File: src/rtl/lineal_norm_multicanal.sv
// rtl/lineal_norm_multicanal.sv - N-channel linearise/normalise engine on one shared shift-add multiplier; define LN_OVF_FLAG_EN for the OVF saturation flag port
module lineal_norm_multicanal #(
  parameter int N    = 2,
  parameter int W    = 32,
  parameter int FRAC = 16
) (
  input  logic           CLK,
  input  logic           RST_LN_FF,
  input  logic [N-1:0]   Begin_FSM,
  input  logic [N*W-1:0] X_IN,
  input  logic [N*W-1:0] OFFSET,
  input  logic [N*W-1:0] GAIN,
  output logic [N-1:0]   ACK,
  output logic [N*W-1:0] RESULT
`ifdef LN_OVF_FLAG_EN
  ,
  output logic [N-1:0]   OVF
`endif
);

  localparam int IW = (N > 1) ? $clog2(N) : 1;
  localparam int CW = (W > 1) ? $clog2(W) : 1;
  localparam int AW = 2 * W + 1;
  localparam logic [CW-1:0] CNT_LAST = CW'(W - 1);
  localparam logic [IW-1:0] PTR_INIT = IW'(N - 1);
  localparam logic signed [AW-1:0] SAT_HI = {{(W + 2){1'b0}}, {(W - 1){1'b1}}};
  localparam logic signed [AW-1:0] SAT_LO = {{(W + 2){1'b1}}, {(W - 1){1'b0}}};

  typedef enum logic [1:0] {IDLE, MUL, SAT} state_t;
  state_t state, state_nxt;

  logic [N-1:0]          pending;
  logic [W-1:0]          x_lat [N];
  logic [IW-1:0]         ptr;
  logic [IW-1:0]         gidx;
  logic signed [W:0]     diff;
  logic [W-1:0]          mplier;
  logic signed [AW-1:0]  acc;
  logic [CW-1:0]         cnt;
  logic [N-1:0]          ack_r;
  logic [N*W-1:0]        result_r;

  logic                  any_pend;
  logic [IW-1:0]         gsel;
  logic [IW:0]           rr_sum;
  logic                  do_grant;
  logic                  do_mul;
  logic                  do_sat;
  logic signed [W:0]     diff_nxt;
  logic [W-1:0]          off_sel;
  logic signed [AW-1:0]  addend;
  logic signed [AW-1:0]  shifted;
  logic                  sat_hi_hit;
  logic                  sat_lo_hit;
  logic [W-1:0]          sat_val;

  // FSM state register
  always_ff @(posedge CLK) begin
    if (RST_LN_FF) state <= IDLE;
    else           state <= state_nxt;
  end

  // FSM next state: idle until work is pending, W multiply steps, one clamp/writeback step
  always_comb begin
    state_nxt = state;
    case (state)
      IDLE:    if (any_pend) state_nxt = MUL;
      MUL:     if (cnt == CNT_LAST) state_nxt = SAT;
      SAT:     state_nxt = IDLE;
      default: state_nxt = IDLE;
    endcase
  end

  // FSM outputs: datapath strobes for grant, multiply step and writeback
  always_comb begin
    do_grant = (state == IDLE) && any_pend;
    do_mul   = (state == MUL);
    do_sat   = (state == SAT);
  end

  // Round-robin search: first pending channel after the last one served, with wrap
  always_comb begin
    any_pend = 1'b0;
    gsel     = ptr;
    rr_sum   = '0;
    for (int i = 1; i <= N; i++) begin
      rr_sum = {1'b0, ptr} + (IW + 1)'(i);
      if (rr_sum >= (IW + 1)'(N)) rr_sum = rr_sum - (IW + 1)'(N);
      if (!any_pend && pending[rr_sum[IW-1:0]]) begin
        any_pend = 1'b1;
        gsel     = rr_sum[IW-1:0];
      end
    end
  end

  // Operand preparation and the current shift-add partial product
  always_comb begin
    off_sel  = OFFSET[int'(gsel) * W +: W];
    diff_nxt = $signed({x_lat[gsel][W-1], x_lat[gsel]}) - $signed({off_sel[W-1], off_sel});
    addend   = mplier[cnt] ? ($signed({{W{diff[W]}}, diff}) <<< cnt) : '0;
  end

  // Fixed-point rescale (floors toward -inf) and clamp into the W-bit signed range
  always_comb begin
    shifted    = acc >>> FRAC;
    sat_hi_hit = shifted > SAT_HI;
    sat_lo_hit = shifted < SAT_LO;
    if (sat_hi_hit)      sat_val = {1'b0, {(W - 1){1'b1}}};
    else if (sat_lo_hit) sat_val = {1'b1, {(W - 1){1'b0}}};
    else                 sat_val = shifted[W-1:0];
  end

`ifdef LN_OVF_FLAG_EN
  logic [N-1:0] ovf_r;

  // Saturation flag per channel, cleared together with ACK on an accepted start
  always_ff @(posedge CLK) begin
    if (RST_LN_FF) begin
      ovf_r <= '0;
    end else begin
      for (int k = 0; k < N; k++)
        if (Begin_FSM[k] && !pending[k]) ovf_r[k] <= 1'b0;
      if (do_sat) ovf_r[gidx] <= sat_hi_hit || sat_lo_hit;
    end
  end

  assign OVF = ovf_r;
`endif

  // Capture, grant, multiply and writeback; writeback is last so it wins on shared bits
  always_ff @(posedge CLK) begin
    if (RST_LN_FF) begin
      pending  <= '0;
      ack_r    <= '0;
      result_r <= '0;
      ptr      <= PTR_INIT;
      gidx     <= '0;
      diff     <= '0;
      mplier   <= '0;
      acc      <= '0;
      cnt      <= '0;
      for (int k = 0; k < N; k++) x_lat[k] <= '0;
    end else begin
      for (int k = 0; k < N; k++) begin
        if (Begin_FSM[k] && !pending[k]) begin
          x_lat[k]   <= X_IN[k * W +: W];
          pending[k] <= 1'b1;
          ack_r[k]   <= 1'b0;
        end
      end
      if (do_grant) begin
        gidx   <= gsel;
        diff   <= diff_nxt;
        mplier <= GAIN[int'(gsel) * W +: W];
        acc    <= '0;
        cnt    <= '0;
      end
      if (do_mul) begin
        acc <= acc + addend;
        cnt <= cnt + CW'(1);
      end
      if (do_sat) begin
        result_r[int'(gidx) * W +: W] <= sat_val;
        ack_r[gidx]                   <= 1'b1;
        pending[gidx]                 <= 1'b0;
        ptr                           <= gidx;
      end
    end
  end

  assign ACK    = ack_r;
  assign RESULT = result_r;

endmodule

File: config.mk
export PLATFORM = sky130hd
export DESIGN_NAME = lineal_norm_multicanal
export DESIGN_NICKNAME = d
export VERILOG_FILES = /design/src/rtl/lineal_norm_multicanal.sv
export SDC_FILE = /design/constraint.sdc
export NUM_CORES = 1
export LEC_CHECK = 0
export CAP_MARGIN = 20
export CORE_MARGIN = 8
export CORE_UTILIZATION = 56
export CTS_CLUSTER_SIZE = 14
export DETAILED_ROUTE_END_ITERATION = 6
export GPL_TIMING_DRIVEN = 0
export PLACE_DENSITY = 0.82
export SYNTH_ARGS = -nofsm -noshare
export SYNTH_HDL_FRONTEND = slang
export SYNTH_SLANG_ARGS = --single-unit
File: constraint.sdc
create_clock -name CLK -period 5.54 [get_ports CLK]
set_clock_uncertainty 0.15 [all_clocks]
set_input_delay 0.554 -clock CLK [delete_from_list [all_inputs] [get_ports CLK]]
set_output_delay 0.554 -clock CLK [all_outputs]
set_load 0.01 [all_outputs]
==> results.txt <==
----------------------------------------------------
[Status]
  Run status ... finished, final reports clean

[Synthesis]
  Largest family of logic cells by synthesized area ... compound AO/OA/AOI/OAI gates
  Synthesis Warnings ... 0
  Fraction of the yosys area taken by sequential cells ... 0.336
  Synthesized cell area ... 18100 um^2
  Post-synthesis mux area share ... 0.125
  Post-synthesis cell count ... 2131
  Net count after synthesis ... 2427
  Synth Register Bits ... 271
  Parity-gate share of the synthesized area counting xor and xnor cells ... 0.0412
  Fraction of the mapped netlist area in compound gates ... 0.217
  Simple-gate portion of the synthesized area ... 0.172
  Ys async rst share ... 0
  Adder and majority cell fraction of the synthesized area ... 0.0701
  Number of synthesized flops with an enable pin ... 64
  Post-synthesis area per instance ... between 8 and 9 um^2
  Number of distinct library cell variants in the gate-level netlist after synthesis ... 77
  Most used flip-flop cell after synthesis ... dfxtp_1

[Clock tree]
  Clk sink count ... 271
  Register clock-pin slew on the reported worst setup and hold paths ... about 0.06 ns
  Post-CTS Hold Fix Bufs ... 0
  Number of levels in the clock H-tree ... 1
  CTS tree ... built
  Buffer levels on the longest clock path ... 3
  Number of CTS-inserted buffers ... 29
  Worst-skew pair later-pin latency ... 0.58 ns
  Cell chosen for the clock root ... clkbuf_16

[Setup path]
  Critical path peak fanout ... 10
  Endpoint required time on the critical path ... 5.89 ns
  Crit Path Category ... flip-flop to flip-flop
  Arrival time worst endpoint ... approximately 5.6 ns
  Setup crit start kind ... flip-flop
  Crit end category ... flip-flop

[Routing]
  DRC Markers ... 0
  Total vias in the final route ... 17100
  Final routed wirelength across all metal layers ... 56.4 mm
  DRT Pass-1 Iters ... 7
  Initial detailed-routing violation count ... ~1200
  Residual antenna-violating net count after detailed routing ... 0
  Mean number of vias per cell ... between 5 and 6
  Detail-routed net length per standard cell ... 19.8 um

[STA]
  Summed negative setup slack over all endpoints ... 0 ns
  Final Max Tran Viols ... 0
  Rel. slew slack ... 0.226
  Hold Violations, Final ... 0
  Final critical path time including I/O delays and setup ... 5.27 ns
  Period Utilization, post-route ... 0.951
  Final Setup Violations ... 0
  Transition at the pin with the smallest max-transition slack ... roughly 1.2 ns
  Max Fclk ... 190 MHz

[Global route]
  Overall Global Routing Usage ... 0.283
  Pin count of the biggest net entering global routing ... 34
  Grt peak-use layer ... met2
  Total grt overflow ... 0
  Met3 track demand over resource ... 0.0459
  Met1 GRT Util ... 0.326
  Via count of the first global-routing pass ... 17300
  Wire length of the first global-routing pass ... 88.8 mm
  Initial antenna violation count ... 0
  Global-route track usage on met2 ... 0.497

[Final layout]
  Number of antenna repair diodes ... 0
  Layout Area Growth over Synthesis ... 23.8%
  Fraction of layout instances using a drive strength above 1 ... 0.0830
  Nets ... roughly 2700
  Post-route cell area ... 22400 um^2
  Non-filler cells in the finished layout ... 2847

[Place]
  Dpl cell area ... ~21000 um^2
  Input/output buffers ... 261
  DP Cell Count ... around 2800
  Half-perimeter wire length after placement ... between 40 and 50 mm
  Final weighted congestion in routability-driven placement ... 0.975

[Pwr]
  Pwr Total ... 5.85 mW
  Worst IR Drop VDD ... ~0.25 mV
  Static power due to leakage ... 8.69 nW
  Power density relative to cell area ... 262 nW/um^2

[Floorplan]
  Vertical die dimension ... just under 200 um
  Standard-cell rows ... 65
  Die outline area ... 38300 um^2
  Die extent in x ... 196 um
  IO Pins ... 262
  Core Area ... 31600 um^2
  Starting utilization of the core area ... 0.571

[Run]
  Max_cap viols ... 0

[Hold path]
  Hold crit path type ... flip-flop to flip-flop

----------------------------------------------------
worst paths after layout:
kind | start | slack, ns | end | cells after the start
worst max-delay path | cnt[1]$_SDFFE_PP0P_ | 0.27 | acc[64]$_SDFFE_PP0P_ | 22
worst min-delay path | RESULT[50]$_SDFFE_PP0P_ | 0.30 | RESULT[50]$_SDFFE_PP0P_ | 2
worst max register to register | cnt[1]$_SDFFE_PP0P_ | 0.27 | acc[64]$_SDFFE_PP0P_ | 22
worst min register to register | RESULT[50]$_SDFFE_PP0P_ | 0.30 | RESULT[50]$_SDFFE_PP0P_ | 2
final cells by class:
class	instances	area [um^2]
Fill cell	2514	9280
Timing Repair Buffer	268	2670
Clock buffer	36	835
Buffer	133	567
Multi-Input combinational cell	1683	11400
Sequential cell	271	6070
Clock inverter	14	191
Inverter	40	150
Tap cell	402	503
cell families (layout without fill, tap and decap cells):
logic type / Yosys count / count (layout)
and+or+nand+nor: 691 / 691
AOI/OAI and AO/OA: 623 / 623
DFF: 271 / 271
muxes: 184 / 184
buffers and inverters: 177 / 491
adders and majority gates: 100 / 100
xor gates and xnor gates: 85 / 85
metal layers:
metal,vias to the layer above,share of wire
li1,8278,-
met1,7960,0.40
met2,649,0.48
met3,164,0.058
met4,0,0.060
met5,-,0
metrics by stage:
step	setup slack (ns)	utilization	hold WS (ns)
after floorplan	0.812	-	0.283
after global placement	-0.599	0.669	0.283
after detailed placement	-0.622	0.670	0.291
after CTS	0.0512	0.704	0.305
after global routing	-0.0114	0.707	0.327
final	0.272	0.707	0.299
registers in the layout, indices dropped and copies added (netlist names), 2 cells and up:
| signal | flops |
|---|---|
| acc | 65 |
| RESULT | 64 |
| x_lat | 64 |
| diff | 33 |
| mplier | 32 |
| cnt | 5 |
| ACK | 2 |
| pending | 2 |
| state | 2 |
where the power goes:
part	internal (mW)	leakage [nW]	switching [mW]
logic	0.654	5.82	0.875
registers	2.15	2.37	0.0896
clock network	1.25	0.506	0.832
synthesized netlist by cell type (3+ instances only):
master,instances,share of area
nand2b_1,20,0.0069
nor2b_1,17,0.0059
buf_2,20,0.0055
nor2_1,221,0.046
o41ai_2,3,0.0027
nor3_1,13,0.0036
a41oi_2,3,0.0027
inv_1,40,0.0083
dfxtp_1,207,0.23
or3_1,7,0.0024
mux4_2,28,0.035
a22o_1,6,0.0029
a31oi_1,19,0.0066
o21bai_1,18,0.0075
o21ai_0,151,0.042
and2_1,73,0.025
nor4_1,8,0.0028
a22oi_1,29,0.012
a311oi_1,4,0.0019
mux2i_1,107,0.059
a21oi_1,201,0.056
buf_1,12,0.0025
a21boi_0,3,0.0012
o21ai_1,12,0.0033
nand2_1,251,0.052
a221oi_1,3,0.0015
ha_1,98,0.068
mux2_2,49,0.031
or4_1,3,0.0012
nand4_1,23,0.0080
xor2_1,34,0.016
and3_1,11,0.0038
o22a_1,6,0.0029
o21a_1,19,0.0079
xnor2_1,51,0.025
a211oi_1,49,0.020
a21o_1,49,0.020
clkbuf_1,102,0.021
o211ai_1,13,0.0054
edfxtp_1,64,0.11
or2_2,6,0.0021
nand3_1,31,0.0086
cells in the final DEF (no fill, tap or decap), drive strengths merged, types with 8 or more instances in the layout:
| cell | instances |
|---|---|
| nand2b | 20 |
| a211oi | 49 |
| inv | 43 |
| a22oi | 29 |
| nor4 | 8 |
| a31oi | 19 |
| o211ai | 14 |
| ha | 98 |
| dfxtp | 207 |
| nor2 | 221 |
| nor3 | 14 |
| edfxtp | 64 |
| nand3 | 31 |
| o21ai | 163 |
| xnor2 | 51 |
| a21o | 50 |
| mux2i | 107 |
| o21a | 19 |
| clkbuf | 141 |
| nor2b | 17 |
| nand4 | 23 |
| clkdlybuf4s50 | 261 |
| mux4 | 28 |
| xor2 | 34 |
| mux2 | 49 |
| nand2 | 251 |
| a21oi | 202 |
| o21bai | 19 |
| buf | 35 |
| and3 | 11 |
| and2 | 73 |
repair_timing:
| item | CTS | global route |
|---|---|---|
| buffers inserted | 1 | 5 |
| endpoints found under the setup margin | 32 | 24 |
| resized for setup | 13 | 33 |
| cloned | 0 | 0 |
| pin swaps | 1 | 5 |
worst max-delay path, cell delays in order (launching register included):
cell and delay (ns):
dfxtp_1 0.33, buf_2 0.21, clkbuf_4 0.28, mux4_2 0.22, mux2i_1 0.08, nand2_1 0.09, nand3_1 0.14, clkbuf_2 0.22
or3_1 0.38, nor2_1 0.15, ha_1 0.21, inv_1 0.06, fa_1 0.39, nand2b_1 0.20, a21o_1 0.20, a311o_1 0.31
a211o_1 0.35, a31o_1 0.33, a41o_1 0.29, o21ai_1 0.17, a21oi_2 0.10, xnor2_1 0.13, o211ai_1 0.17
No activity file was read; power rests on OpenSTA's default activity.
